### config.mk
export PLATFORM = sky130hd
export DESIGN_NAME = board_reader
export DESIGN_NICKNAME = d
export VERILOG_FILES = /design/src/rtl/board_pkg.sv /design/src/rtl/cell_colour_decode.sv /design/src/rtl/board_reader.sv
export SDC_FILE = /design/constraint.sdc
export NUM_CORES = 1
export LEC_CHECK = 0
export CAP_MARGIN = 15
export CORE_ASPECT_RATIO = 1.75
export CORE_MARGIN = 4
export CORE_UTILIZATION = 33
export DETAILED_ROUTE_END_ITERATION = 8
export HOLD_SLACK_MARGIN = 0.12
export SKIP_CTS_REPAIR_TIMING = 1
export SLEW_MARGIN = 10
export SYNTH_ARGS = -nofsm -noshare
export SYNTH_HDL_FRONTEND = slang
export SYNTH_HIERARCHICAL = 1
export SYNTH_SLANG_ARGS = --single-unit
### constraint.sdc
create_clock -name clk -period 2.5 [get_ports clk]
set_clock_uncertainty 0.15 [all_clocks]
set_input_delay 0.25 -clock clk [delete_from_list [all_inputs] [get_ports clk]]
set_output_delay 0.25 -clock clk [all_outputs]
set_load 0.005 [all_outputs]
### src/rtl/board_pkg.sv
// Shared constants for the board scanner: storage modes, cell byte layout,
// tank directions, palette and the scanner FSM state type.
package board_pkg;

  localparam logic [3:0] MODE_READ = 4'b0000;
  localparam logic [3:0] MODE_NOP  = 4'b1110;

  localparam int WALL    = 7;
  localparam int TANK1   = 6;
  localparam int TANK2   = 5;
  localparam int PROJ    = 4;
  localparam int DIR1_HI = 3;
  localparam int DIR1_LO = 2;
  localparam int DIR2_HI = 1;
  localparam int DIR2_LO = 0;

  localparam logic [1:0] DIR_UP    = 2'd0;
  localparam logic [1:0] DIR_DOWN  = 2'd1;
  localparam logic [1:0] DIR_LEFT  = 2'd2;
  localparam logic [1:0] DIR_RIGHT = 2'd3;

  localparam logic [2:0] COL_BLACK  = 3'b000;
  localparam logic [2:0] COL_BLUE   = 3'b001;
  localparam logic [2:0] COL_GREEN  = 3'b010;
  localparam logic [2:0] COL_RED    = 3'b100;
  localparam logic [2:0] COL_YELLOW = 3'b110;
  localparam logic [2:0] COL_WHITE  = 3'b111;

  typedef enum logic [2:0] {
    ST_IDLE,
    ST_ISSUE,
    ST_WAIT,
    ST_DRAW,
    ST_FINISH
  } state_t;

endpackage

### src/rtl/cell_colour_decode.sv
// Combinational cell byte -> pixel colour. With DIRECTION_MARK_EN defined,
// a tank cell gets one green barrel pixel on the side its dir field points to.
module cell_colour_decode
  import board_pkg::*;
#(
  parameter int CELL_PX = 4,
  parameter int PW      = $clog2(CELL_PX)
) (
  input  logic [7:0]    cell_i,
  input  logic [PW-1:0] px_i,
  input  logic [PW-1:0] py_i,
  output logic [2:0]    colour_o
);

  logic [2:0] body;

  always_comb begin
    body = COL_BLACK;
    if (cell_i[TANK1])      body = COL_RED;
    else if (cell_i[TANK2]) body = COL_BLUE;
    else if (cell_i[PROJ])  body = COL_YELLOW;
    else if (cell_i[WALL])  body = COL_WHITE;
  end

`ifdef DIRECTION_MARK_EN
  localparam logic [PW-1:0] MID  = PW'(CELL_PX / 2);
  localparam logic [PW-1:0] LAST = PW'(CELL_PX - 1);

  logic [1:0] dir;
  logic       on_barrel;

  always_comb begin
    // tank1 wins the cell, so its direction field chooses the barrel
    dir       = cell_i[TANK1] ? cell_i[DIR1_HI:DIR1_LO] : cell_i[DIR2_HI:DIR2_LO];
    on_barrel = 1'b0;
    case (dir)
      DIR_UP:    on_barrel = (px_i == MID)  && (py_i == '0);
      DIR_DOWN:  on_barrel = (px_i == MID)  && (py_i == LAST);
      DIR_LEFT:  on_barrel = (px_i == '0)   && (py_i == MID);
      DIR_RIGHT: on_barrel = (px_i == LAST) && (py_i == MID);
      default:   on_barrel = 1'b0;
    endcase
    colour_o = ((cell_i[TANK1] | cell_i[TANK2]) && on_barrel) ? COL_GREEN : body;
  end
`else
  logic unused_dir;
  assign unused_dir = ^{cell_i[3:0], px_i, py_i};
  assign colour_o   = body;
`endif

endmodule

### src/rtl/board_reader.sv
// Scans the 16x16 board from storage and plots each cell as a CELL_PX square.
// Optional barrel marking on tank cells is enabled by DIRECTION_MARK_EN.
module board_reader
  import board_pkg::*;
#(
  parameter int CELL_PX      = 4,
  parameter int X_OFFSET     = 48,
  parameter int Y_OFFSET     = 28,
  parameter int READ_LATENCY = 2
) (
  input  logic       clk,
  input  logic       reset,
  input  logic       start,
  input  logic [7:0] ram_q,
  output logic [3:0] mode,
  output logic [7:0] address,
  output logic [7:0] x,
  output logic [6:0] y,
  output logic [2:0] colour,
  output logic       plot,
  output logic       busy,
  output logic       done,
  output state_t     dbg_state_o
);

  // Handshake: start is a single-cycle request sampled only in IDLE;
  // busy/plot/done are decoded from the current state, no back-pressure.
  localparam int              PW        = $clog2(CELL_PX);
  localparam int              WW        = 4;
  localparam logic [PW-1:0]   PX_LAST   = PW'(CELL_PX - 1);
  localparam logic [WW-1:0]   WAIT_LAST = WW'(READ_LATENCY - 2);

  state_t          state_q, state_d;
  logic [7:0]      addr_q, addr_d;
  logic [WW-1:0]   wait_q, wait_d;
  logic [PW-1:0]   px_q, px_d;
  logic [PW-1:0]   py_q, py_d;
  logic [7:0]      cell_q, cell_d;
  logic [7:0]      x_q;
  logic [6:0]      y_q;
  logic [2:0]      colour_q;

  logic [7:0]      x_live;
  logic [6:0]      y_live;
  logic [2:0]      colour_live;

  cell_colour_decode #(
    .CELL_PX (CELL_PX),
    .PW      (PW)
  ) u_decode (
    .cell_i   (cell_q),
    .px_i     (px_q),
    .py_i     (py_q),
    .colour_o (colour_live)
  );

  assign x_live = 8'(X_OFFSET) + 8'({addr_q[3:0], {PW{1'b0}}}) + 8'(px_q);
  assign y_live = 7'(Y_OFFSET) + 7'({addr_q[7:4], {PW{1'b0}}}) + 7'(py_q);

  always_comb begin
    state_d = state_q;
    addr_d  = addr_q;
    wait_d  = wait_q;
    px_d    = px_q;
    py_d    = py_q;
    cell_d  = cell_q;
    case (state_q)
      ST_IDLE: begin
        if (start) begin
          state_d = ST_ISSUE;
          addr_d  = '0;
        end
      end
      ST_ISSUE: begin
        state_d = ST_WAIT;
        wait_d  = '0;
      end
      ST_WAIT: begin
        if (wait_q == WAIT_LAST) begin
          cell_d  = ram_q;
          px_d    = '0;
          py_d    = '0;
          state_d = ST_DRAW;
        end else begin
          wait_d = wait_q + 1'b1;
        end
      end
      ST_DRAW: begin
        if (px_q == PX_LAST) begin
          px_d = '0;
          if (py_q == PX_LAST) begin
            // the last cell ends the frame without wrapping the address
            if (addr_q == 8'hFF) begin
              state_d = ST_FINISH;
            end else begin
              addr_d  = addr_q + 8'd1;
              state_d = ST_ISSUE;
            end
          end else begin
            py_d = py_q + 1'b1;
          end
        end else begin
          px_d = px_q + 1'b1;
        end
      end
      ST_FINISH: state_d = ST_IDLE;
      default:   state_d = ST_IDLE;
    endcase
  end

  always_ff @(posedge clk or negedge reset) begin
    if (!reset) begin
      state_q  <= ST_IDLE;
      addr_q   <= '0;
      wait_q   <= '0;
      px_q     <= '0;
      py_q     <= '0;
      cell_q   <= '0;
      x_q      <= '0;
      y_q      <= '0;
      colour_q <= '0;
    end else begin
      state_q <= state_d;
      addr_q  <= addr_d;
      wait_q  <= wait_d;
      px_q    <= px_d;
      py_q    <= py_d;
      cell_q  <= cell_d;
      if (state_q == ST_DRAW) begin
        x_q      <= x_live;
        y_q      <= y_live;
        colour_q <= colour_live;
      end
    end
  end

  assign busy        = (state_q == ST_ISSUE) || (state_q == ST_WAIT) || (state_q == ST_DRAW);
  assign mode        = busy ? MODE_READ : MODE_NOP;
  assign plot        = (state_q == ST_DRAW);
  assign done        = (state_q == ST_FINISH);
  assign address     = addr_q;
  assign x           = plot ? x_live : x_q;
  assign y           = plot ? y_live : y_q;
  assign colour      = plot ? colour_live : colour_q;
  assign dbg_state_o = state_q;

endmodule

==> implementation parameters, run 1 <==
Parameter                              Value

Status
  Run status    completed

GRT
  Number of antenna violations at the first check in global routing    0
  Global-route wire length before repair    7.82 mm
  Maximum number of pins on one net before global-route repair    22
  Vias in the first global route    ~1.7k
  GR Util All Layers    0.130
  GRT Residual Overflow    0

Floorplan
  Placeable core area    6230 sq um
  Die span in x    68.4 um
  Row count    38
  Total die area    7780 sq um
  IO Count    47
  Overall die height    114 um
  Starting utilization of the core area    0.338

Finish
  Area Overhead vs Synth    26.9%
  Layout Cell Area excl Fill    2680 sq um
  Fin nets    roughly 280
  Layout cells sized above 1    0.117
  Cell Count, Final, Fillers Out    345
  Number of diodes    0

STA
  Unrepaired setup endpoints after global routing    false
  Number of setup violations in the final report    0
  Final worst setup slack    0.200 ns
  Hold Fails Final Rpt    0
  Maximum clock frequency    435 MHz
  Final worst path period share    0.920
  Final setup TNS    0 ns
  Fin. max-slew vios    0
  Final Critical Period    between 2 and 2.5 ns

CTS
  Skew-Pair Late Insertion Delay    0.28 ns
  TritonCTS clock tree    built
  Clock Tree Buf Depth    2
  Clock-pin slew on the worst setup and hold paths    0.08 ns
  Sinks on Clock Net    41
  Number of clock buffers inserted by TritonCTS    5
  H-tree depth    2
  CTS root buffer    clkbuf_8

Route
  DRC    0
  Detailed-route wire length per cell    between 10 and 15 um
  Via Count    1655
  Antenna Nets Post-Route    0
  Starting DRC count in detailed routing    43
  Total wire length    around 4.5 mm
  First-pass DRT Iterations    4
  Vias per std cell    around 4.8

Setup path
  WP data arrival    1.90 ns
  Cell family with most CP delay    buffers and inverters
  Launch point of the worst reg-to-reg path    address[1]
  Number of cells on the worst reg-to-reg path    6
  Kind of critical path    flop to primary output
  Capturing point of the worst reg2reg path    address[2]
  Largest stage delay on the critical path    0.54 ns
  Critical path cell sequence    inv_1 > ha_1 > o21ai_0 > clkdlybuf4s50_1
  CP startpoint kind    flop
  Max stage delay cell, worst path    clkdlybuf4s50_1
  Register-to-register setup slack    0.43 ns
  Required time reported for the critical path endpoint    2.10 ns
  Critical Path Sink Type    primary output
  Count of buffering cells on the critical path with inverters included    2
  Critical-path maximum fanout    8

Power
  Internal power component    1.79 mW
  Switching pwr    0.960 mW
  Part of the total power dissipated in the clock network    0.147
  P per Cell Area    just over 1000 nW/um^2
  Part of the power in registers    0.388
  Overall power after layout    2.75 mW
  Leakage dissipation    between 1 and 1.5 nW
  Relative contribution of combinational cells to total power    0.465
  Switching portion of total power    0.349
  Peak ir drop on the vdd network    ~0.52 mV

Synthesis
  Number of warnings issued by yosys    6
  Syn Inst Count    223
  Number of nets produced by synthesis    243
  Total standard cell area after synthesis    2110 sq um
  Syn avg cell area    about 9.5 sq um

Placed design
  Placed cell area    around 2600 sq um
  # placed instances    approximately 340
  Number of port buffers    41
  Pre-CTS setup slack    0.324 ns
  Global placement routability congestion    0.794
  Post-DP HPWL    about 3.3 mm

Worst hold path
  Worst hold path class    input pin to async pin

Flow run
  Max-cap violations    0
## per-stage QoR
step                hold WS [ns]   util
floorplan                 -0.196      -
global placement          0.0968  0.414
detailed placement        0.0820  0.414
CTS                       -0.237  0.428
global route               0.345  0.429
finish                     0.305  0.429
## registers in the layout, summed over array words and instances, names as in the netlist
register and count:
y_q 7, px_q 2, wait_q 4, address 8
dbg_state_o 3, py_q 2, colour_q 3, x_q 8
cell_q 4
## cells in the final DEF, fill, tap and decap left out, types with 2 or more instances in the layout
| cell type | instances |
|---|---|
| buf_4 | 7 |
| nor3_1 | 4 |
| clkinv_2 | 3 |
| nor3b_2 | 2 |
| nor2_1 | 7 |
| nand4_1 | 2 |
| nand3_1 | 9 |
| clkbuf_8 | 5 |
| ha_1 | 9 |
| a211oi_1 | 3 |
| nand2b_1 | 3 |
| nand2_1 | 49 |
| o21ai_1 | 3 |
| a211o_1 | 3 |
| and2_1 | 4 |
| xor2_1 | 2 |
| clkdlybuf4s50_1 | 40 |
| inv_1 | 12 |
| nor4_1 | 2 |
| a41oi_1 | 2 |
| mux2_2 | 4 |
| dfrtp_1 | 40 |
| a21oi_1 | 3 |
| o21ai_0 | 16 |
## worst reg2reg max path, stage by stage, from the launching register on
cell and delay [ns]:
dfrtp_1 0.47, ha_1 0.27, nand3_1 0.17, o211ai_2 0.38
buf_4 0.21, nor3b_2 0.05, a211o_1 0.26
## layer usage
layer  GRT usage  part of all wire
met5           0                 0
met4      0.0478             0.016
met3      0.0276             0.026
met2       0.216              0.53
met1       0.160              0.43
## worst max-delay path by stage
| stage | from | to | depth (start not counted) |
|---|---|---|---|
| 2_1_floorplan | address[2] | address[4] | 6 |
| 3_3_place_gp | address[4] | y[4] | 5 |
| 3_5_place_dp | address[4] | y[4] | 5 |
| 4_1_cts | address[4] | y[4] | 5 |
| 5_1_grt | address[6] | y[5] | 4 |
| 6_report | address[2] | x[5] | 4 |
## cell type report
type / count / area (sq um)
fill: 632 / 3550
inverter: 13 / 50.0
clock inverter: 2 / 10.0
sequential: 41 / 1030
clock buffer: 6 / 72.6
multi-input combinational: 154 / 947
tap: 80 / 100
timing repair buffer: 49 / 468
## power by group through the flow
stage	sequential [mW]	clock [mW]	combinational, mW
global placement	1.08	0	1.29
detailed placement	1.08	0	1.30
finish	1.07	0.404	1.28
global route	1.10	0.462	1.44
CTS	1.07	0.430	1.31
floorplan	1.03	0	0.683
No activity file was read; power rests on OpenSTA's default activity.
==> run 2, diff against run 1 <==
--- a/config.mk
+++ b/config.mk
@@ -7,7 +7,6 @@
 export LEC_CHECK = 0
 export CAP_MARGIN = 15
 export CORE_ASPECT_RATIO = 1.75
-export CORE_MARGIN = 4
 export CORE_UTILIZATION = 33
 export DETAILED_ROUTE_END_ITERATION = 8
 export HOLD_SLACK_MARGIN = 0.12
==> run 2 against run 1 <==
  * Hold slack better by 0.019 ns
  * Non-clock buffer count down 3
  * Critical endpoint is now y[4]
  * Utilization about the same
  * Cell count down 1.2%
  * Largest cell class unchanged
  * Die area down 14%
  * Critical path type unchanged
  * Sequential cell count unchanged
  * Maximum frequency down 2.8%
  * Total power up 1.1%
  * Clock power up 8.7%
==> implementation parameters, run 2 (synthesis gave the netlist of run 1 again) <==
Parameter                              Value

STA
  Final worst path period share    0.946
  Slew HR    0.374
  Measured slew at the worst slew-check pin    0.939 ns
  Final worst setup slack    0.134 ns
  Number of setup violations in the final report    0
  Final setup TNS    0 ns
  Maximum clock frequency    423 MHz
  Final Critical Period    approximately 2.4 ns
  Worst Hold Slack    about 0.32 ns
  Hold Fails Final Rpt    0
  Fin. max-slew vios    0
  Unrepaired setup endpoints after global routing    true

Setup path
  CP startpoint kind    flop
  WP data arrival    1.97 ns
  Critical Path Sink Type    primary output
  Largest stage delay on the critical path    0.55 ns
  Critical path cell sequence    inv_1 > ha_1 > xnor2_1 > o21ai_0 > clkdlybuf4s50_1
  Kind of critical path    flop to primary output
  Number of cells on the worst reg-to-reg path    5
  Max stage delay cell, worst path    clkdlybuf4s50_1
  Required time reported for the critical path endpoint    2.10 ns
  CP endpoint    y[4]
  Critical-path maximum fanout    9
  First element of the critical path    address[4]
  Launch point of the worst reg-to-reg path    dbg_state_o[2]
  Register-to-register setup slack    0.44 ns
  Capturing point of the worst reg2reg path    address[4]

CTS
  Skew-Pair Late Insertion Delay    a little under 0.3 ns
  CTS root buffer    clkbuf_8
  Sinks on Clock Net    41
  TritonCTS clock tree    built
  Clock-pin slew on the worst setup and hold paths    about 0.07 ns
  Number of clock buffers inserted by TritonCTS    5
  H-tree depth    2
  Clock Tree Buf Depth    2

Route
  Starting DRC count in detailed routing    58
  Via Count    1662
  Antenna Nets Post-Route    0
  First-pass DRT Iterations    4
  DRC    0
  Detailed-route wire length per cell    13.2 um
  Vias per std cell    4.87
  Total wire length    4.52 mm

Finish
  Area Overhead vs Synth    26.1%
  Commonest cells after routing, fill and taps aside    49 x nand2_1, 40 x clkdlybuf4s50_1, 39 x dfrtp_1
  Commonest non-fill, non-tap cell in the layout    nand2_1
  Cell Count, Final, Fillers Out    341
  Area of combinational cells with multiple inputs    947 sq um
  Fill cell instance count of the final layout    638
  Layout Cell Area excl Fill    2660 sq um
  Post-Route Utilization    0.430
  Storage element area    1030 sq um
  Number of diodes    0
  Fin nets    281
  Layout cells sized above 1    0.107

Power
  P per Cell Area    between 1000 and 1500 nW/um^2
  Peak ir drop on the vdd network    0.648 mV
  Relative contribution of combinational cells to total power    0.457
  Switching portion of total power    0.350
  Part of the total power dissipated in the clock network    0.158
  Internal power component    1.81 mW
  Switching pwr    0.972 mW
  Leakage dissipation    1.18 nW
  Overall power after layout    around 2.8 mW
  Part of the power in registers    0.385

Floorplan
  IO Count    between 40 and 50
  Overall die height    between 100 and 150 um
  Total die area    about 6700 sq um
  Row count    38
  Starting utilization of the core area    0.341
  Die span in x    around 62 um
  Placeable core area    6180 sq um

GRT
  Global-route wire length before repair    around 8 mm
  GR Util All Layers    0.147
  Number of antenna violations at the first check in global routing    0
  GRT Residual Overflow    0
  Vias in the first global route    1666
  Maximum number of pins on one net before global-route repair    42

Status
  Run status    completed

Flow run
  Max-cap violations    0

Placed design
  Pre-CTS setup slack    about 0.35 ns
  Number of port buffers    41
  Global placement routability congestion    slightly above 0.8
  # placed instances    333
  Placed cell area    2560 sq um
  Post-DP HPWL    ~3.1 mm

Worst hold path
  Worst hold path class    flop to flop
run 2: power groups by stage:
stage | Combinational [mW] | Clock, mW | Sequential [mW]
6_report | 1.27 | 0.439 | 1.07
3_5_place_dp | 1.29 | 0 | 1.08
5_1_grt | 1.45 | 0.484 | 1.10
2_1_floorplan | 0.683 | 0 | 1.03
3_3_place_gp | 1.27 | 0 | 1.08
4_1_cts | 1.30 | 0.462 | 1.07
run 2: final cells by class:
class | count | share of cell area
clock buffers | 7 | 0.0325
inverters | 13 | 0.0188
multi-input cells | 154 | 0.356
flip-flops and latches | 41 | 0.387
well taps | 80 | 0.0377
repair buffers | 46 | 0.168
run 2: worst min-delay path by stage:
| stage | startpoint | endpoint | slack (ns) | cells past startpoint |
|---|---|---|---|---|
| CTS | reset | wait_q[2] | -0.02 | 1 |
| detailed placement | reset | x_q[7] | 0.31 | 1 |
| floorplan | reset | address[0] | -0.20 | 0 |
| global route | x_q[0] | x_q[0] | 0.35 | 2 |
| finish | x_q[0] | x_q[0] | 0.32 | 2 |
| global placement | reset | x_q[7] | 0.31 | 1 |
run 2: worst max-delay path: cells and delay by family, from the launching register on:
kind                     cells  cell delay (ns)
AO/OA/AOI/OAI                1             0.24
buffers and inverters        2             0.64
flip-flops                   1             0.45
XOR/XNOR                     1             0.12
adder cells (fa/ha/maj)      1             0.23
run 2: layer usage:
metal	global-route usage	share of wire	up-vias
met5	0	0	-
met4	0.0698	0.018	0
met2	0.265	0.54	20
met3	0.0328	0.024	6
met1	0.160	0.42	808
li1	-	-	828
==> run 3, diff against run 2 <==
--- a/config.mk
+++ b/config.mk
@@ -11,7 +11,6 @@
 export DETAILED_ROUTE_END_ITERATION = 8
 export HOLD_SLACK_MARGIN = 0.12
 export SKIP_CTS_REPAIR_TIMING = 1
-export SLEW_MARGIN = 10
 export SYNTH_ARGS = -nofsm -noshare
 export SYNTH_HDL_FRONTEND = slang
 export SYNTH_HIERARCHICAL = 1
==> results of run 3 <==
Final layout, timing and power as in run 2 (identical DEF).
